**src/rtl/mtr_drv.sv**
```systemverilog
// Dual H-bridge PWM driver: turns the signed left/right speed words into
// complementary 11-bit PWM pairs with dead time. It also watches the bridge
// over-current comparators, ignoring them during a blanking window, and
// latches a shutdown after repeated faulted periods.
module mtr_drv #(
  parameter logic [10:0] NONOVERLAP = 11'h020,
  parameter logic [7:0]  BLANK      = 8'd128,
  parameter logic [3:0]  MAX_OVR    = 4'd8
) (
  input  logic        clk,
  input  logic        rst_n,
  input  logic [11:0] lft_spd,
  input  logic [11:0] rght_spd,
  input  logic        OVR_I_lft,
  input  logic        OVR_I_rght,
  output logic        PWM1_lft,
  output logic        PWM2_lft,
  output logic        PWM1_rght,
  output logic        PWM2_rght,
  output logic        PWM_synch,
  output logic        OVR_I_shtdwn
);

  localparam logic [10:0] CNT_LAST = 11'h7FF;
  localparam logic [10:0] DUTY_MID = 11'h400;

  logic [10:0]      cnt;
  logic             period_end;
  logic [1:0][11:0] spd;
  logic [1:0]       ovr_in;
  logic [1:0]       pwm1;
  logic [1:0]       pwm2;
  logic [1:0]       fault_hit;
  logic [1:0]       fault_flag;
  logic [3:0]       ovr_cnt;
  logic [3:0]       ovr_cnt_inc;
  logic             any_fault;

  // Index 0 is the left bridge, index 1 is the right bridge.
  assign spd        = {rght_spd, lft_spd};
  assign ovr_in     = {OVR_I_rght, OVR_I_lft};
  assign period_end = (cnt == CNT_LAST);

  // Free-running period counter; PWM_synch is registered, so it is high
  // in the cycle where cnt reads 0.
  always_ff @(posedge clk or negedge rst_n) begin
    // NOTE: sequential state always uses non-blocking assignments, so every
    // flop samples the values from before the edge and the order of the
    // statements cannot change the result.
    if (!rst_n) begin
      cnt       <= '0;
      PWM_synch <= 1'b0;
    end else begin
      cnt       <= cnt + 11'd1;
      PWM_synch <= period_end;
    end
  end

  for (genvar g = 0; g < 2; g++) begin : g_side
    logic [10:0] duty;
    logic [10:0] duty_nxt;
    logic [11:0] pwm2_on;
    logic        p1;
    logic        p2;
    logic        p1_d;
    logic        p2_d;
    logic        rise;
    logic [1:0]  ovr_sync;
    logic [7:0]  blank;
    logic        flag;

    // Halve the speed and offset it to mid-scale: -2048 -> 0, 0 -> 1024, 2047 -> 2047.
    assign duty_nxt = 11'($signed(spd[g]) >>> 1) + DUTY_MID;
    // PWM2 turn-on point. The extra bit stops a sum above 2047 from wrapping
    // around to an early match.
    assign pwm2_on  = {1'b0, duty} + {1'b0, NONOVERLAP};
    assign rise     = (p1 & ~p1_d) | (p2 & ~p2_d);

    // Load the duty only at the period boundary, so it stays constant for a whole period.
    always_ff @(posedge clk or negedge rst_n) begin
      if (!rst_n)          duty <= DUTY_MID;
      else if (period_end) duty <= duty_nxt;
    end

    // Gate flops. A clear wins over a set, and a latched shutdown holds both gates low.
    always_ff @(posedge clk or negedge rst_n) begin
      if (!rst_n) begin
        p1   <= 1'b0;
        p2   <= 1'b0;
        p1_d <= 1'b0;
        p2_d <= 1'b0;
      end else begin
        p1_d <= p1;
        p2_d <= p2;
        if (OVR_I_shtdwn) begin
          p1 <= 1'b0;
          p2 <= 1'b0;
        end else begin
          if (cnt >= duty)              p1 <= 1'b0;
          else if (cnt == NONOVERLAP)   p1 <= 1'b1;
          if (cnt == '0)                p2 <= 1'b0;
          else if ({1'b0, cnt} == pwm2_on) p2 <= 1'b1;
        end
      end
    end

    // Synchronise the comparator and time the blanking window after each gate rising edge.
    always_ff @(posedge clk or negedge rst_n) begin
      if (!rst_n) begin
        ovr_sync <= '0;
        blank    <= '0;
      end else begin
        ovr_sync <= {ovr_sync[0], ovr_in[g]};
        if (rise)                blank <= '0;
        else if (blank != BLANK) blank <= blank + 8'd1;
      end
    end

    assign fault_hit[g] = ovr_sync[1] & (blank == BLANK) & (p1 | p2);

    // Per-period fault flag; it is cleared at the period boundary after the period has been scored.
    always_ff @(posedge clk or negedge rst_n) begin
      if (!rst_n)            flag <= 1'b0;
      else if (period_end)   flag <= 1'b0;
      else if (fault_hit[g]) flag <= 1'b1;
    end

    assign pwm1[g]       = p1;
    assign pwm2[g]       = p2;
    assign fault_flag[g] = flag;
  end

  // A fault detected in the last cycle of the period still counts toward that period.
  assign any_fault   = (|fault_flag) | (|fault_hit);
  assign ovr_cnt_inc = (ovr_cnt == MAX_OVR) ? ovr_cnt : ovr_cnt + 4'd1;

  // Count consecutive faulted periods; the shutdown latch is cleared only by reset.
  always_ff @(posedge clk or negedge rst_n) begin
    if (!rst_n) begin
      ovr_cnt      <= '0;
      OVR_I_shtdwn <= 1'b0;
    end else if (period_end) begin
      if (any_fault) begin
        ovr_cnt <= ovr_cnt_inc;
        if (ovr_cnt_inc == MAX_OVR) OVR_I_shtdwn <= 1'b1;
      end else begin
        ovr_cnt <= '0;
      end
    end
  end

  assign PWM1_lft  = pwm1[0];
  assign PWM2_lft  = pwm2[0];
  assign PWM1_rght = pwm1[1];
  assign PWM2_rght = pwm2[1];

endmodule

```
**config.mk**
```make
export PLATFORM = sky130hd
export DESIGN_NAME = mtr_drv
export DESIGN_NICKNAME = d
export VERILOG_FILES = /design/src/rtl/mtr_drv.sv
export SDC_FILE = /design/constraint.sdc
export NUM_CORES = 1
export LEC_CHECK = 0
export ABC_AREA = 1
export CELL_PAD_IN_SITES_DETAIL_PLACEMENT = 0
export CELL_PAD_IN_SITES_GLOBAL_PLACEMENT = 1
export CORE_AREA = 4 4 96 98
export CTS_CLUSTER_DIAMETER = 80
export DETAILED_ROUTE_END_ITERATION = 6
export DIE_AREA = 0 0 100 102
export HOLD_SLACK_MARGIN = 0.08
export PLACE_DENSITY = 0.87
export SKIP_CTS_REPAIR_TIMING = 1
export SLEW_MARGIN = 10
export SYNTH_ARGS = -nofsm -noshare
export SYNTH_HDL_FRONTEND = slang
export SYNTH_SLANG_ARGS = --single-unit
```
**constraint.sdc**
```tcl
create_clock -name clk -period 2.25 [get_ports clk]
set_clock_uncertainty 0.05 [all_clocks]
set_input_delay 0.5625 -clock clk [delete_from_list [all_inputs] [get_ports clk]]
set_output_delay 0.5625 -clock clk [all_outputs]
set_load 0.02 [all_outputs]
```
==> impl_results.md <==
- Detailed-route wire length per cell: 12.7 microns
- WP data required: 1.64 ns
- Critical path buffer and inverter count: 1
- Top cell type by total area after synthesis: dfrtp_1
- Post-placement cell count: 607
- Synthesis-stage register bit count: 69
- Sequential-to-total area share from yosys stat: 45.2%
- Pwr dens: roughly 550 nW/um^2
- Count of port buffers added during placement: 31
- Final hold violation count: 0
- Post-synthesis instance area: 3830 sq um
- Horiz. Die Dim: 100 microns
- Post-Synthesis Mean Instance Area: 8.14 sq um
- Placeable core area: 8470 sq um
- Fraction of the cycle the final worst path needs: 88.7%
- Cells after Synth: 470
- Clock period minus final worst setup slack: 2.00 ns
- DPL Wire Length: 5970 microns
- Highest Clock Rate: about 500 MHz
- 1st-pass router iterations: 4
- Yosys warning count: 0
- TritonCTS clock tree: done
- Number of clock sinks: 69
- Total global routing track utilization: around 16%
- Normalized max-slew margin: between 70 and 80%
- Initial antenna violation count: 0
- Worst-path cell chain: clkdlybuf4s50_1
- Biggest area contributors in the synthesized netlist: dfrtp_1 44%, nand2_1 11%, ha_1 10%
- Skew-Pair Late Insertion Delay: 0.35 ns
- Setup-violating endpoint count in the final report: 0
- Maximum clock insertion buffer count: 2
- # rows: 34
- Drc violations: 0
- Cell type group with the largest total delay on the critical path: buffers and inverters
- Leakage power: 0.00236 uW
- TritonCTS Buffers: 9
- Crit path launch type: flip-flop
- Total negative slack for setup checks: 0 ns
- Maximum cell stage delay along the critical path: around 0.63 ns
- Critical path type: flip-flop to output port
- Die Ht: 102 microns
- Via count of the first global-routing pass: between 2,000 and 3,000
- Initial core utilization: 45.2%
- Weighted congestion at the end of routability-driven global placement: about 0.89
- Total nets after synthesis: 530
- Cell with the largest stage delay on the worst path: clkdlybuf4s50_1
- Post-route ant nets: 0
- Number of H-tree levels: 3
- Detailed router's first-iteration violation count: 127
- Vias/cell: 4.96
- Area growth syn-to-layout: 17.5%
- # fillers: 808
- Max cap viols: 0
- Post-synthesis cell type count: 26
- Global-route wire length before repair: 13,200 microns
- Unrepaired setup endpoints after global routing: false
- Area share of the largest cell type after synthesis: 43.8%
- Critical Path End Type: output port
- Routed Wire Length: 7910 microns
- Result of the run: finished, final reports clean
- Share of cells above drive strength 1: 5.24%
- CP Data Arrival Time: 1.38 ns
- Non-filler instance count after layout: 623
- Die area: 10,200 sq um
- Hold Path Class: input port to async pin
- Clock Root Buffer: clkbuf_8
- Pin slew with the least headroom to its limit: around 0.37 ns
- Pin count of the biggest net entering global routing: 70
- Final antenna diode count: 0
- Max-slew violations: 0
- Final net count: 570
- Highest net fanout along the worst path: 4
- Total number of vias: 3,089
- VDD IR-drop max: 0.311 mV
- I/O pin total: 34
- Clock transition at the registers of the reported paths: 0.08 ns
- Overall overflow remaining after global route: 0
==> metal layers <==
layer  global-route usage, %  share of wire (%)  vias to the layer above
li1                        -                  -                     1599
met1                    21.9                 48                     1420
met2                    26.6                 47                       54
met3                    3.21                3.3                       16
met4                    6.42                2.2                        0
met5                       0                  0                        -
==> layout make-up <==
| type | instances | area (sq um) | share of cell area [%] |
|---|---|---|---|
| timing repair buffer | 34 | 353 | 7.85 |
| clock inverter | 6 | 95.1 | 2.12 |
| clock buffer | 10 | 128 | 2.84 |
| sequential | 69 | 1730 | 38.5 |
| multi-input combinational | 317 | 1760 | 39.1 |
| inverter | 79 | 298 | 6.62 |
| tap | 108 | 135 | 3.01 |
==> report_power, final <==
part | internal, uW | switching, uW | total, uW
sequential | 1240 | 1.31 | 1240
combinational | 40.9 | 30.3 | 71.3
clock | 636 | 499 | 1140
total | 1920 | 531 | 2450
==> state kept, by name, summed over array words and instances, names as in the netlist <==
name	flops
PWM2_rght	1
g_side.blank	16
PWM1_lft	1
g_side.duty	22
g_side.p2_d	2
OVR_I_shtdwn	1
g_side.ovr_sync	4
PWM_synch	1
g_side.flag	2
g_side.p1_d	2
PWM2_lft	1
ovr_cnt	4
cnt	11
PWM1_rght	1
==> metrics by stage <==
stage	hold WS, ns	utilization (%)	area (sq um)	setup WS, ns	total power [uW]
2_1_floorplan	0.217	-	3830	0.747	1270
3_3_place_gp	0.285	50.5	4270	0.488	1340
3_5_place_dp	0.293	50.5	4270	0.431	1340
4_1_cts	0.181	53.1	4500	0.219	2480
5_1_grt	0.200	53.1	4500	0.200	2560
6_report	0.180	53.1	4500	0.253	2450
==> synthesized netlist by cell type <==
cell,n
nor2_1,26
nand3_1,45
nand4_1,7
buf_6,1
nor3_1,7
nor3b_1,4
o21ai_0,42
o22ai_1,2
clkinv_2,1
buf_8,1
xor2_1,10
o21a_1,2
inv_2,2
dfstp_2,2
inv_1,76
buf_2,3
dfrtp_1,67
nor3_4,1
ha_1,32
o211a_1,1
a31oi_1,1
nand3b_1,1
nand2_1,112
a21oi_1,22
nand4_2,1
nand3_4,1
==> cells by family after synthesis <==
kind of cell,after synthesis,synth area share (%)
xor gates and xnor gates,10,2.29
AOI/OAI and AO/OA,70,9.52
and+or+nand+nor,205,23.7
buffers and inverters,84,8.86
adders and majority gates,32,10.5
DFF,69,45.2
==> final timing paths <==
kind / slack [ns] / to / startpoint / depth (start not counted)
worst min register to register: 0.31 / g_side[0].ovr_sync[1] / g_side[0].ovr_sync[0] / 0
worst max-delay path: 0.25 / PWM1_rght / PWM1_rght / 1
worst max register to register: 0.44 / ovr_cnt[1] / cnt[1] / 8
min in group clk: 0.31 / g_side[0].ovr_sync[1] / g_side[0].ovr_sync[0] / 0
max in group asynchronous: 1.65 / g_side[0].duty[10] / rst_n / 2
worst min-delay path: 0.18 / g_side[1].blank[2] / rst_n / 2
==> layout by cell type (no fill, tap or decap) <==
cell type,Yosys,final
a21oi_1,22,22
a31oi_1,1,1
buf_12,0,2
buf_2,3,1
buf_4,0,1
bufinv_16,0,2
clkbuf_1,0,1
clkbuf_8,0,9
clkdlybuf4s50_1,0,30
clkinv_2,1,1
clkinv_4,0,2
dfrtp_1,67,67
dfstp_2,2,2
ha_1,32,32
inv_1,76,76
inv_2,2,2
inv_6,0,2
nand2_1,112,112
nand3_1,45,45
nand3_4,1,1
nand3b_1,1,1
nand4_1,7,7
nand4_2,1,1
nor2_1,26,26
nor3_1,7,7
nor3_4,1,1
nor3b_1,4,4
o211a_1,1,1
o21a_1,2,2
o21ai_0,42,42
o22ai_1,2,2
xor2_1,10,10
Note: power is estimated with default switching activity, not from simulation.
